`src/rtl/rvscc_ctrl_pkg.sv`:
```
// Shared encodings for the multicycle RV32I control path.
// The extender, ALU and controller all import these so select values stay consistent.
package rvscc_ctrl_pkg;

  // Controller states
  typedef enum logic [3:0] {
    FETCH     = 4'd0,
    DECODE    = 4'd1,
    MEM_ADR   = 4'd2,
    MEM_READ  = 4'd3,
    MEM_WB    = 4'd4,
    MEM_WRITE = 4'd5,
    EXEC_R    = 4'd6,
    EXEC_I    = 4'd7,
    ALU_WB    = 4'd8,
    JAL_ST    = 4'd9,
    BRANCH    = 4'd10
  } state_t;

  // Supported major opcodes (instr[6:0])
  localparam logic [6:0] OP_LOAD   = 7'b0000011;
  localparam logic [6:0] OP_STORE  = 7'b0100011;
  localparam logic [6:0] OP_R      = 7'b0110011;
  localparam logic [6:0] OP_I_ALU  = 7'b0010011;
  localparam logic [6:0] OP_JAL    = 7'b1101111;
  localparam logic [6:0] OP_BRANCH = 7'b1100011;

  // Internal ALU operation class handed to the ALU decoder
  typedef enum logic [1:0] {
    ALU_OP_ADD   = 2'd0,
    ALU_OP_SUB   = 2'd1,
    ALU_OP_FUNCT = 2'd2
  } alu_op_t;

  // result mux
  localparam logic [1:0] RES_ALU_OUT    = 2'd0;
  localparam logic [1:0] RES_MEM_DATA   = 2'd1;
  localparam logic [1:0] RES_ALU_RESULT = 2'd2;

  // ALU operand A mux
  localparam logic [1:0] SRC_A_PC     = 2'd0;
  localparam logic [1:0] SRC_A_OLD_PC = 2'd1;
  localparam logic [1:0] SRC_A_RD1    = 2'd2;

  // ALU operand B mux
  localparam logic [1:0] SRC_B_RD2  = 2'd0;
  localparam logic [1:0] SRC_B_IMM  = 2'd1;
  localparam logic [1:0] SRC_B_FOUR = 2'd2;

  // ALU function
  localparam logic [2:0] ALU_ADD = 3'b000;
  localparam logic [2:0] ALU_SUB = 3'b001;
  localparam logic [2:0] ALU_AND = 3'b010;
  localparam logic [2:0] ALU_OR  = 3'b011;
  localparam logic [2:0] ALU_SLT = 3'b101;

  // Immediate extender format
  localparam logic [1:0] IMM_I = 2'd0;
  localparam logic [1:0] IMM_S = 2'd1;
  localparam logic [1:0] IMM_B = 2'd2;
  localparam logic [1:0] IMM_J = 2'd3;

endpackage

```
`src/rtl/alu_decoder.sv`:
```
// ALU decoder: turns the controller's coarse alu_op plus instruction fields
// into the concrete ALU function code.
module alu_decoder
  import rvscc_ctrl_pkg::*;
(
  input  logic [1:0] alu_op,
  input  logic [2:0] funct3,
  input  logic       funct7_5,
  input  logic       op_5,
  output logic [2:0] alu_control
);

  // Select ALU function; subtract only for R-type with instr[30] set (addi never subtracts)
  always_comb begin
    alu_control = ALU_ADD;
    case (alu_op)
      ALU_OP_SUB:   alu_control = ALU_SUB;
      ALU_OP_FUNCT: begin
        case (funct3)
          3'b000:  alu_control = (op_5 && funct7_5) ? ALU_SUB : ALU_ADD;
          3'b010:  alu_control = ALU_SLT;
          3'b110:  alu_control = ALU_OR;
          3'b111:  alu_control = ALU_AND;
          default: alu_control = ALU_ADD;
        endcase
      end
      default:      alu_control = ALU_ADD;
    endcase
  end

endmodule

```
`src/rtl/multicycle_controller.sv`:
```
// Main control FSM for the multicycle RV32I core. Sequences the shared datapath
// one state per cycle and stalls on mem_ready in the memory-access states.
module multicycle_controller
  import rvscc_ctrl_pkg::*;
(
  input  logic       clk,
  input  logic       rst,
  input  logic [6:0] opcode,
  input  logic [2:0] funct3,
  input  logic       funct7_5,
  input  logic       zero,
  input  logic       mem_ready,
  output logic       pc_write,
  output logic       adr_src,
  output logic       mem_write,
  output logic       ir_write,
  output logic [1:0] result_src,
  output logic [1:0] alu_src_a,
  output logic [1:0] alu_src_b,
  output logic [2:0] alu_control,
  output logic [1:0] imm_src,
  output logic       reg_write,
  output logic       illegal_instr
);

  state_t     state_reg;
  state_t     state_next;
  logic [1:0] alu_op;
  logic       pc_update;
  logic       branch;
  logic       mem_write_raw;
  logic       ir_write_raw;
  logic       reg_write_raw;
  logic       illegal_raw;

  // State register; async reset returns to FETCH immediately
  always_ff @(posedge clk or posedge rst) begin
    if (rst) state_reg <= FETCH;
    else     state_reg <= state_next;
  end

  // Next-state and Moore output decode
  always_comb begin
    state_next    = state_reg;
    adr_src       = 1'b0;
    mem_write_raw = 1'b0;
    ir_write_raw  = 1'b0;
    reg_write_raw = 1'b0;
    illegal_raw   = 1'b0;
    pc_update     = 1'b0;
    branch        = 1'b0;
    result_src    = RES_ALU_OUT;
    alu_src_a     = SRC_A_PC;
    alu_src_b     = SRC_B_RD2;
    imm_src       = IMM_I;
    alu_op        = ALU_OP_ADD;
    case (state_reg)
      FETCH: begin
        result_src   = RES_ALU_RESULT;
        alu_src_b    = SRC_B_FOUR;
        ir_write_raw = mem_ready;
        pc_update    = mem_ready;
        if (mem_ready) state_next = DECODE;
      end
      DECODE: begin
        // Precompute OldPC + imm so a branch/jal target is waiting in alu_out
        alu_src_a = SRC_A_OLD_PC;
        alu_src_b = SRC_B_IMM;
        if (opcode == OP_BRANCH)   imm_src = IMM_B;
        else if (opcode == OP_JAL) imm_src = IMM_J;
        case (opcode)
          OP_LOAD, OP_STORE: state_next = MEM_ADR;
          OP_R:              state_next = EXEC_R;
          OP_I_ALU:          state_next = EXEC_I;
          OP_JAL:            state_next = JAL_ST;
          OP_BRANCH:         state_next = BRANCH;
          default: begin
            illegal_raw = 1'b1;
            state_next  = FETCH;
          end
        endcase
      end
      MEM_ADR: begin
        alu_src_a  = SRC_A_RD1;
        alu_src_b  = SRC_B_IMM;
        imm_src    = opcode[5] ? IMM_S : IMM_I;
        state_next = opcode[5] ? MEM_WRITE : MEM_READ;
      end
      MEM_READ: begin
        adr_src = 1'b1;
        if (mem_ready) state_next = MEM_WB;
      end
      MEM_WB: begin
        result_src    = RES_MEM_DATA;
        reg_write_raw = 1'b1;
        state_next    = FETCH;
      end
      MEM_WRITE: begin
        adr_src       = 1'b1;
        mem_write_raw = 1'b1;
        if (mem_ready) state_next = FETCH;
      end
      EXEC_R: begin
        alu_src_a  = SRC_A_RD1;
        alu_op     = ALU_OP_FUNCT;
        state_next = ALU_WB;
      end
      EXEC_I: begin
        alu_src_a  = SRC_A_RD1;
        alu_src_b  = SRC_B_IMM;
        alu_op     = ALU_OP_FUNCT;
        state_next = ALU_WB;
      end
      ALU_WB: begin
        reg_write_raw = 1'b1;
        state_next    = FETCH;
      end
      JAL_ST: begin
        // PC takes the target from alu_out while the ALU forms OldPC + 4 for rd
        alu_src_a  = SRC_A_OLD_PC;
        alu_src_b  = SRC_B_FOUR;
        pc_update  = 1'b1;
        imm_src    = IMM_J;
        state_next = ALU_WB;
      end
      BRANCH: begin
        alu_src_a  = SRC_A_RD1;
        alu_op     = ALU_OP_SUB;
        branch     = 1'b1;
        imm_src    = IMM_B;
        state_next = FETCH;
      end
      default: state_next = FETCH;
    endcase
  end

  alu_decoder u_alu_decoder (
    .alu_op      (alu_op),
    .funct3      (funct3),
    .funct7_5    (funct7_5),
    .op_5        (opcode[5]),
    .alu_control (alu_control)
  );

  // Write strobes are gated by rst so a mid-access reset can never commit anything
  assign pc_write      = (pc_update | (branch & (zero ^ funct3[0]))) & ~rst;
  assign ir_write      = ir_write_raw & ~rst;
  assign mem_write     = mem_write_raw & ~rst;
  assign reg_write     = reg_write_raw & ~rst;
  assign illegal_instr = illegal_raw & ~rst;

endmodule

```
`config.mk`:
```
export PLATFORM = sky130hd
export DESIGN_NAME = multicycle_controller
export DESIGN_NICKNAME = d
export VERILOG_FILES = /design/src/rtl/rvscc_ctrl_pkg.sv /design/src/rtl/alu_decoder.sv /design/src/rtl/multicycle_controller.sv
export SDC_FILE = /design/constraint.sdc
export NUM_CORES = 1
export LEC_CHECK = 0
export ABC_AREA = 1
export CAP_MARGIN = 20
export CORE_MARGIN = 2
export CORE_UTILIZATION = 39
export DETAILED_ROUTE_END_ITERATION = 10
export PLACE_DENSITY = 0.82
export SETUP_SLACK_MARGIN = 0.5
export SLEW_MARGIN = 15
export SYNTH_ARGS = -nofsm -noshare
export SYNTH_HDL_FRONTEND = slang
export SYNTH_SLANG_ARGS = --single-unit
```
`constraint.sdc`:
```
create_clock -name clk -period 3.8 [get_ports clk]
set_input_delay 0.38 -clock clk [delete_from_list [all_inputs] [get_ports clk]]
set_output_delay 0.38 -clock clk [all_outputs]
set_load 0.05 [all_outputs]
```
Yosys cells after proc, flatten, opt, wreduce, memory -nomap -nowiden

Index checks and enable logic that the tools add are counted.

Word-level logic and storage cells: 73
Latch bits: 0
Bits in registers: 4
RAM bits: 0
Output and inout bits: 17
Input port bits: 15
Memories kept: 0
ROM bits: 0

Reductions and logical operators: 14
Equality and inequality tests: 24
Magnitude comparators: 0
Shift operators: 0
Add/sub/neg operators: 0
Div/mod/pow operators: 0
Bitwise logic cells: 9
Mux-type cells: 25
Multiply operators: 0

Operators by type and width:

| cell                 | number |
|---|---|
| $pmux W4 S6          | 1 |
| $pmux W4 S5          | 1 |
| $eq A4 B3 Y1 const B | 4 |
| $pmux W2 S2          | 4 |
| $eq A7 B6 Y1 const B | 2 |
| $eq A7 B7 Y1 const B | 2 |
| $eq A4 B4 Y1 const B | 3 |
| $mux W4              | 3 |
| $pmux W3 S4          | 1 |
| $reduce_or A2 Y1     | 6 |
| $mux W1              | 9 |
| $eq A4 B2 Y1 const B | 2 |
| $pmux W2 S4          | 1 |
| $eq A7 B2 Y1 const B | 1 |
| $eq A7 B5 Y1 const B | 1 |
| $and A1 B1 Y1        | 6 |
| $eq A3 B3 Y1 const B | 2 |
| $ne A2 B2 Y1 const B | 3 |
| $pmux W3 S2          | 1 |
| $reduce_or A3 Y1     | 2 |
| $reduce_or A6 Y1     | 1 |
| $eq A4 B1 Y1 const B | 1 |
| $logic_not A4 Y1     | 1 |
| $mux W2              | 2 |
| other kinds (12)     | 12 |

Logic depth before layout (Yosys ltp)

Gate-level depths: netlist of the first run.

Depth after elaboration: 5
Gate-level depth with buffers: 10
Gate-level depth less buffers: 10

By module

From an unflattened synthesis of the first run, not the netlist that was laid out.

Cell total of the unflattened synthesis: 107
Area total of the unflattened synthesis: 598.1 um2

By module, submodules not included:

| module                | cells each | instances | area an instance (um2) | sequential area each (um2) |
|---|---|---|---|---|
| multicycle_controller | 90         | 1         | 506.7                  | 100.1 |
| alu_decoder           | 17         | 1         | 91.3                   | 0.0 |

Least setup slack after synthesis of the first run

OpenSTA, ideal clock, no wires.

Path kind: reg-to-output
Start: register state_reg[0]
End: output port alu_control[2]
Required time: 3.420 ns
Stages on the path, launching flop included: 9
Arrival: 2.345 ns
Buffers on the path: 0
Setup slack: 1.075 ns
Cell sequence: dfrtp_1 inv_2 nand2_1 nor2_2 inv_1 ha_1 nor2_1 nand2_1 nor3_1

Cells in the longest elaborated chain, start to end: 5
Elaborated cells on any way between the ends: 8
Classes of those cells: eq/ne (5); mux (2); reduce/logical (1)

RTL lines:

| what                                                | RTL line                    | text |
|---|---|---|
| start: declaration                                  | multicycle_controller.sv:26 | `state_t state_reg;` |
| start signal: assignment                            | multicycle_controller.sv:39 | `else state_reg <= state_next;` |
| $eq A4 B3 Y1                                        | multicycle_controller.sv:57 | `case (state_reg)` |
| $reduce_or A2 Y1 (no source line)                   | -                           |  |
| $pmux W2 S2 *                                       | multicycle_controller.sv:57 |  |
| $eq A2 B2 Y1 / $eq A2 B1 Y1 (equally long branches) | alu_decoder.sv:16           | `case (alu_op)` |
| $pmux W3 S2 *                                       | alu_decoder.sv:16           |  |
| end: declaration                                    | multicycle_controller.sv:20 | `output logic [2:0] alu_control,` |

Every way passes the cells marked *; elsewhere a longest branch is shown, timed or not.

Final worst setup path of the first run

Start: register state_reg[0]
End: output port alu_control[0]

The elaborated chain is that of the path after synthesis.

==> results.cfg, run 1 <==
[status]
outcome = complete, no violations

[clocking]
tritoncts = built
insertion_delay_ns = 0.23
cts_max_level = 1
cts_root_buf = clkbuf_4
cts.path.max_buffers = 2
post_cts_buffers = 0
cts_resized = 0
cts_inserted_buffers = 3
clk_pin_slew_ns = 0.04
cts_sinks = 4
cts_hold_buf = 0

[global_routing]
grt_max_degree = 6
grt.total_usage_pct = 17.0
first_global_vias = 644
antenna_found_initial = 0
gr-total-overflow = 0
grt_pass1_wl_um = 2390

[critical_path]
r2r_cells = 6
reg2reg_to = state_reg[0]$_DFFE_PP0P_
crit_family = buffers and inverters
crit_buf_inv = 3
crit_path_start_kind = register
critPathCaptureType = output port
rr_startpoint = state_reg[2]$_DFFE_PP0P_
rrSetupSlack_ns = 2.52
worst_ep_arrival_time_ns = 2.59
slowest_stage = clkdlybuf4s50_1
cp_data_required_time_ns = 3.42
critPathMaxStageDelay_ns = 0.83
cp_max_fo = 5
path_cells = inv_2, nand2_1, nor2_2, inv_1, ha_1, nor2_1, nand2_1, o221ai_1, clkdlybuf4s50_1
worstSetupPathType = register to output port
cp_common_cell = nand2_1

[die]
rows = 13
core-area_sq_um = 1320
start_util_pct = 42.0
die_height_um = 41.7
io-pin-count = 32
dieWidth_um = 41.7
dieArea_sq_um = 1740

[synthesis]
netlist_top_cells_count = nand2_1 (24), nor2_1 (19), inv_1 (14)
synth_cell_type_count = 20
yosysTopAreaCellShare_pct = 18.1
synth_most_common_cell = nand2_1
yosys_warnings = 0
yosysTopAreaCell = dfrtp_1
synth_cells = 100
syn_nets = 117
ys_ff_latch = 4
syn_area_sq_um = 553
synth_area_leaders = dfrtp_1 (18%), nand2_1 (16%), nor2_1 (13%)
syn_avg_cell_area_sq_um = 5.53
synthArstFlopShare_pct = 100
synth_edf_count = 0
yosysSeqAreaShare_pct = 18.1
synthFlopType = dfrtp_1

[cells_and_area]
drive_gt1_share_pct = 13.4
layout.nets = 153
fin_cells = 149
area.growth.synth_to_final_pct = 63.6
diodes = 0
largest_reg_flops = 4
utilization_pct = 68.7

[sta]
hold_viol_final = 0
setup_tns_ns = 0
hold_ws_ns = 0.465
setup_viol = 0
skew_ns = 0.00348
period_share_pct = 78.1
slew_headroom_pct = 66.3
slew_violations = 0
fmax_mhz = 337
fin_crit_ns = 2.97
rsz0062_at_grt = no
tightest_slew_ns = 0.504

[drt]
drt_iter0_drc = 20
vias_per_cell = 5.07
dr.pass1.iters = 4
routedWlPerCell_um = 9.97
drc = 0
ant_nets = 0
drt-total-wl_um = 1490
vias = 755

[placed_design]
dpl.cell_count = 146
dp_hpwl_um = 1310
gp_congestion = 0.850
port_buffers = 31

[power]
finalPower_mw = 0.470
power_leakage_nw = 0.430
vdd_ir_drop_max_mv = 0.321
power_density_nw_per_um2 = 519

[hold_path]
min_path_type = input port to async pin

[job]
drv_cap = 0
## layer usage
layer | global-route usage, % | share of wire (%) | wire length (um)
met2 | 31.6 | 49 | 727
met4 | 1.94 | 0 | 0
met5 | 0 | 0 | 0
met3 | 6.09 | 7.0 | 104
met1 | 19.0 | 44 | 653
## where the power goes
group / internal (mW) / switching [mW]
clock: 0.0351 / 0.0147
sequential: 0.0513 / 0.0120
combinational: 0.114 / 0.242
## stage by stage
stage / instance area, sq um / setup slack [ns]
CTS: 905 / 0.812
global route: 905 / 0.616
detailed placement: 882 / 1.06
finish: 905 / 0.831
global placement: 882 / 1.10
floorplan: 553 / 1.08
## worst max-delay path by stage
stage	depth (start not counted)	slack, ns	to	startpoint
2_1_floorplan	8	1.08	alu_control[2]	state_reg[0]$_DFFE_PP0P_
3_5_place_dp	9	1.06	alu_control[0]	state_reg[0]$_DFFE_PP0P_
4_1_cts	9	0.81	alu_control[0]	state_reg[0]$_DFFE_PP0P_
5_1_grt	10	0.62	alu_control[0]	state_reg[3]$_DFFE_PP0P_
6_report	9	0.83	alu_control[0]	state_reg[0]$_DFFE_PP0P_
3_3_place_gp	9	1.10	alu_control[2]	state_reg[0]$_DFFE_PP0P_
## cell usage in the layout (no fill, tap or decap), types with 3 or more instances in the layout
cell type / synthesis / final
clkdlybuf4s50_1: 0 / 31
inv_1: 14 / 14
nor2_1: 19 / 19
nand3_1: 12 / 12
clkbuf_4: 0 / 3
dfrtp_1: 4 / 4
nand2_1: 24 / 24
inv_2: 6 / 6
nor2_2: 5 / 5
## final cells by class
cell class,instances,area (sq um)
fill,134,413
multi-input combinational,76,378
timing repair buffer,31,310
sequential,4,100
inverter,20,75.1
clock buffer,3,22.5
tap,15,18.8
## kinds of logic after synthesis
group                    share of synthesized area, %
AND/OR/NAND/NOR                                  53.8
buffers and inverters                            13.6
flip-flops                                       18.1
AO/OA/AOI/OAI                                    9.96
adder cells (fa/ha/maj)                          4.52
## worst register-to-register path, delay by kind of cell, from the launching register on
family           cells  cell delay, ns
and+or+nand+nor      6            0.75
DFF                  1            0.41
Power figures use the tool's default switching activity.
==> run 2, diff against run 1 <==
- CORE_UTILIZATION: 39 -> 37
- PLACE_DENSITY: 0.82 -> 0.79
- clock period: 3.8 -> 2.9 ns (I/O delays scaled with it)
==> run 2 against run 1 <==
Design area grew 4.4%; hold slack worse by 0.087 ns; routed wire length up 5.1%; critical path type unchanged; critical endpoint unchanged; clock skew up 0.0023 ns; sequential cell count is the same.
==> results.cfg, run 2 (synthesis results as in run 1) <==
[drt]
dr.pass1.iters = 4
vias = 747
drc = 0
vias_per_cell = 5.01
routedWlPerCell_um = 10.5
drt_iter0_drc = 5
ant_nets = 0
drt-total-wl_um = 1560

[sta]
rsz0062_at_grt = no
setup_tns_ns = 0
slew_violations = 0
fmax_mhz = 445
period_share_pct = 77.5
fin_crit_ns = 2.25
hold_viol_final = 0
slew_headroom_pct = 65.8
skew_ns = 0.00578
setup_viol = 0
tightest_slew_ns = 0.512

[die]
rows = 13
core-area_sq_um = 1350
dieWidth_um = 42.7
start_util_pct = 41.0
io-pin-count = 32
dieArea_sq_um = 1820
die_height_um = 42.7

[power]
power_leakage_nw = 0.543
vdd_ir_drop_max_mv = 0.335
power_density_nw_per_um2 = 655

[cells_and_area]
area.growth.synth_to_final_pct = 70.8
final_cell_mix = nand2_1 (22), clkdlybuf4s50_1 (20), nor2_1 (17), inv_1 (14), nand3_1 (12)
layout.nets = 153
layout_commonest_cell = nand2_1
largest_reg_flops = 4
diodes = 0
drive_gt1_share_pct = 20.9
fin_cells = 149

[global_routing]
grt_pass1_wl_um = 2720
grt.met2_usage_pct = 33.9
gr-total-overflow = 0
grt.total_usage_pct = 19.3
antenna_found_initial = 0
top_usage_layer = met2
use_met1_pct = 22.0
first_global_vias = 669
grt_max_degree = 6
grt_util_met3_pct = 7.23

[critical_path]
crit_path_start_kind = register
path_cells = nor2_2, inv_1, nor2_4, inv_1, ha_1, nor2_2, nand2_2, o221ai_2, buf_6
cp_max_fo = 5
rrSetupSlack_ns = 1.58
cp_data_required_time_ns = 2.61
crit_family = simple AND/OR/NAND/NOR gates
critPathMaxStageDelay_ns = 0.43
worstSetupPathType = register to output port
slowest_stage = dfrtp_2
critPathCaptureType = output port
worst_ep_arrival_time_ns = 1.96
crit_buf_inv = 3

[clocking]
cts.path.max_buffers = 2
cts_root_buf = clkbuf_4
cts_max_level = 1
insertion_delay_ns = 0.24
cts_inserted_buffers = 3
clk_pin_slew_ns = 0.04
tritoncts = built
cts_sinks = 4

[hold_path]
min_path_type = input port to async pin

[placed_design]
gp_congestion = 0.865
dp_hpwl_um = 1360
dpl.cell_count = 146
port_buffers = 31

[job]
drv_cap = 0

[status]
outcome = complete, no violations
[run 2: where the power goes]
group	switching, mW	internal [mW]	total (mW)	leakage (nW)
sequential	0.0162	0.0675	0.0837	0.0519
clock	0.0231	0.0463	0.0693	0.0138
combinational	0.318	0.147	0.466	0.477
total	0.358	0.261	0.619	0.543
[run 2: what timing repair did]
| action | 4_1_cts | 5_1_grt |
|---|---|---|
| pin swaps | 0 | 0 |
| hold buffers | 0 | 0 |
| setup endpoints to repair | 2 | 9 |
| endpoints found under the hold margin | 0 | 0 |
| setup buffers | 0 | 0 |
| resized for setup | 2 | 14 |
[run 2: routing by layer]
metal	routed length, um	up-vias
met4	0	0
li1	-	387
met1	673	331
met3	96	0
met2	791	29
met5	0	-
[run 2: layout make-up]
| type | count | area, sq um |
|---|---|---|
| clock buffer | 3 | 22.5 |
| multi-input combinational | 76 | 404 |
| sequential | 4 | 101 |
| timing repair buffer | 31 | 323 |
| fill | 132 | 405 |
| tap | 15 | 18.8 |
| inverter | 20 | 75.1 |
[run 2: stage by stage]
step                utilization [%]  setup WS (ns)  cell area (sq um)  hold slack [ns]  total power, mW
floorplan                         -          0.515                564           0.0646            0.406
global placement               65.6          0.401                886            0.585            0.549
detailed placement             65.6          0.398                886            0.585            0.551
CTS                            67.1          0.522                906            0.385            0.622
global route                   70.0          0.466                945            0.429            0.664
finish                         70.0          0.653                945            0.377            0.619
[run 2: final timing paths]
path	cells past startpoint	end	startpoint
max	9	alu_control[0]	state_reg[2]$_DFFE_PP0P_
min	2	state_reg[3]$_DFFE_PP0P_	rst
max reg2reg	6	state_reg[2]$_DFFE_PP0P_	state_reg[2]$_DFFE_PP0P_
max in group asynchronous	2	state_reg[2]$_DFFE_PP0P_	rst
min in group clk	3	state_reg[2]$_DFFE_PP0P_	state_reg[3]$_DFFE_PP0P_
min reg2reg	3	state_reg[2]$_DFFE_PP0P_	state_reg[3]$_DFFE_PP0P_
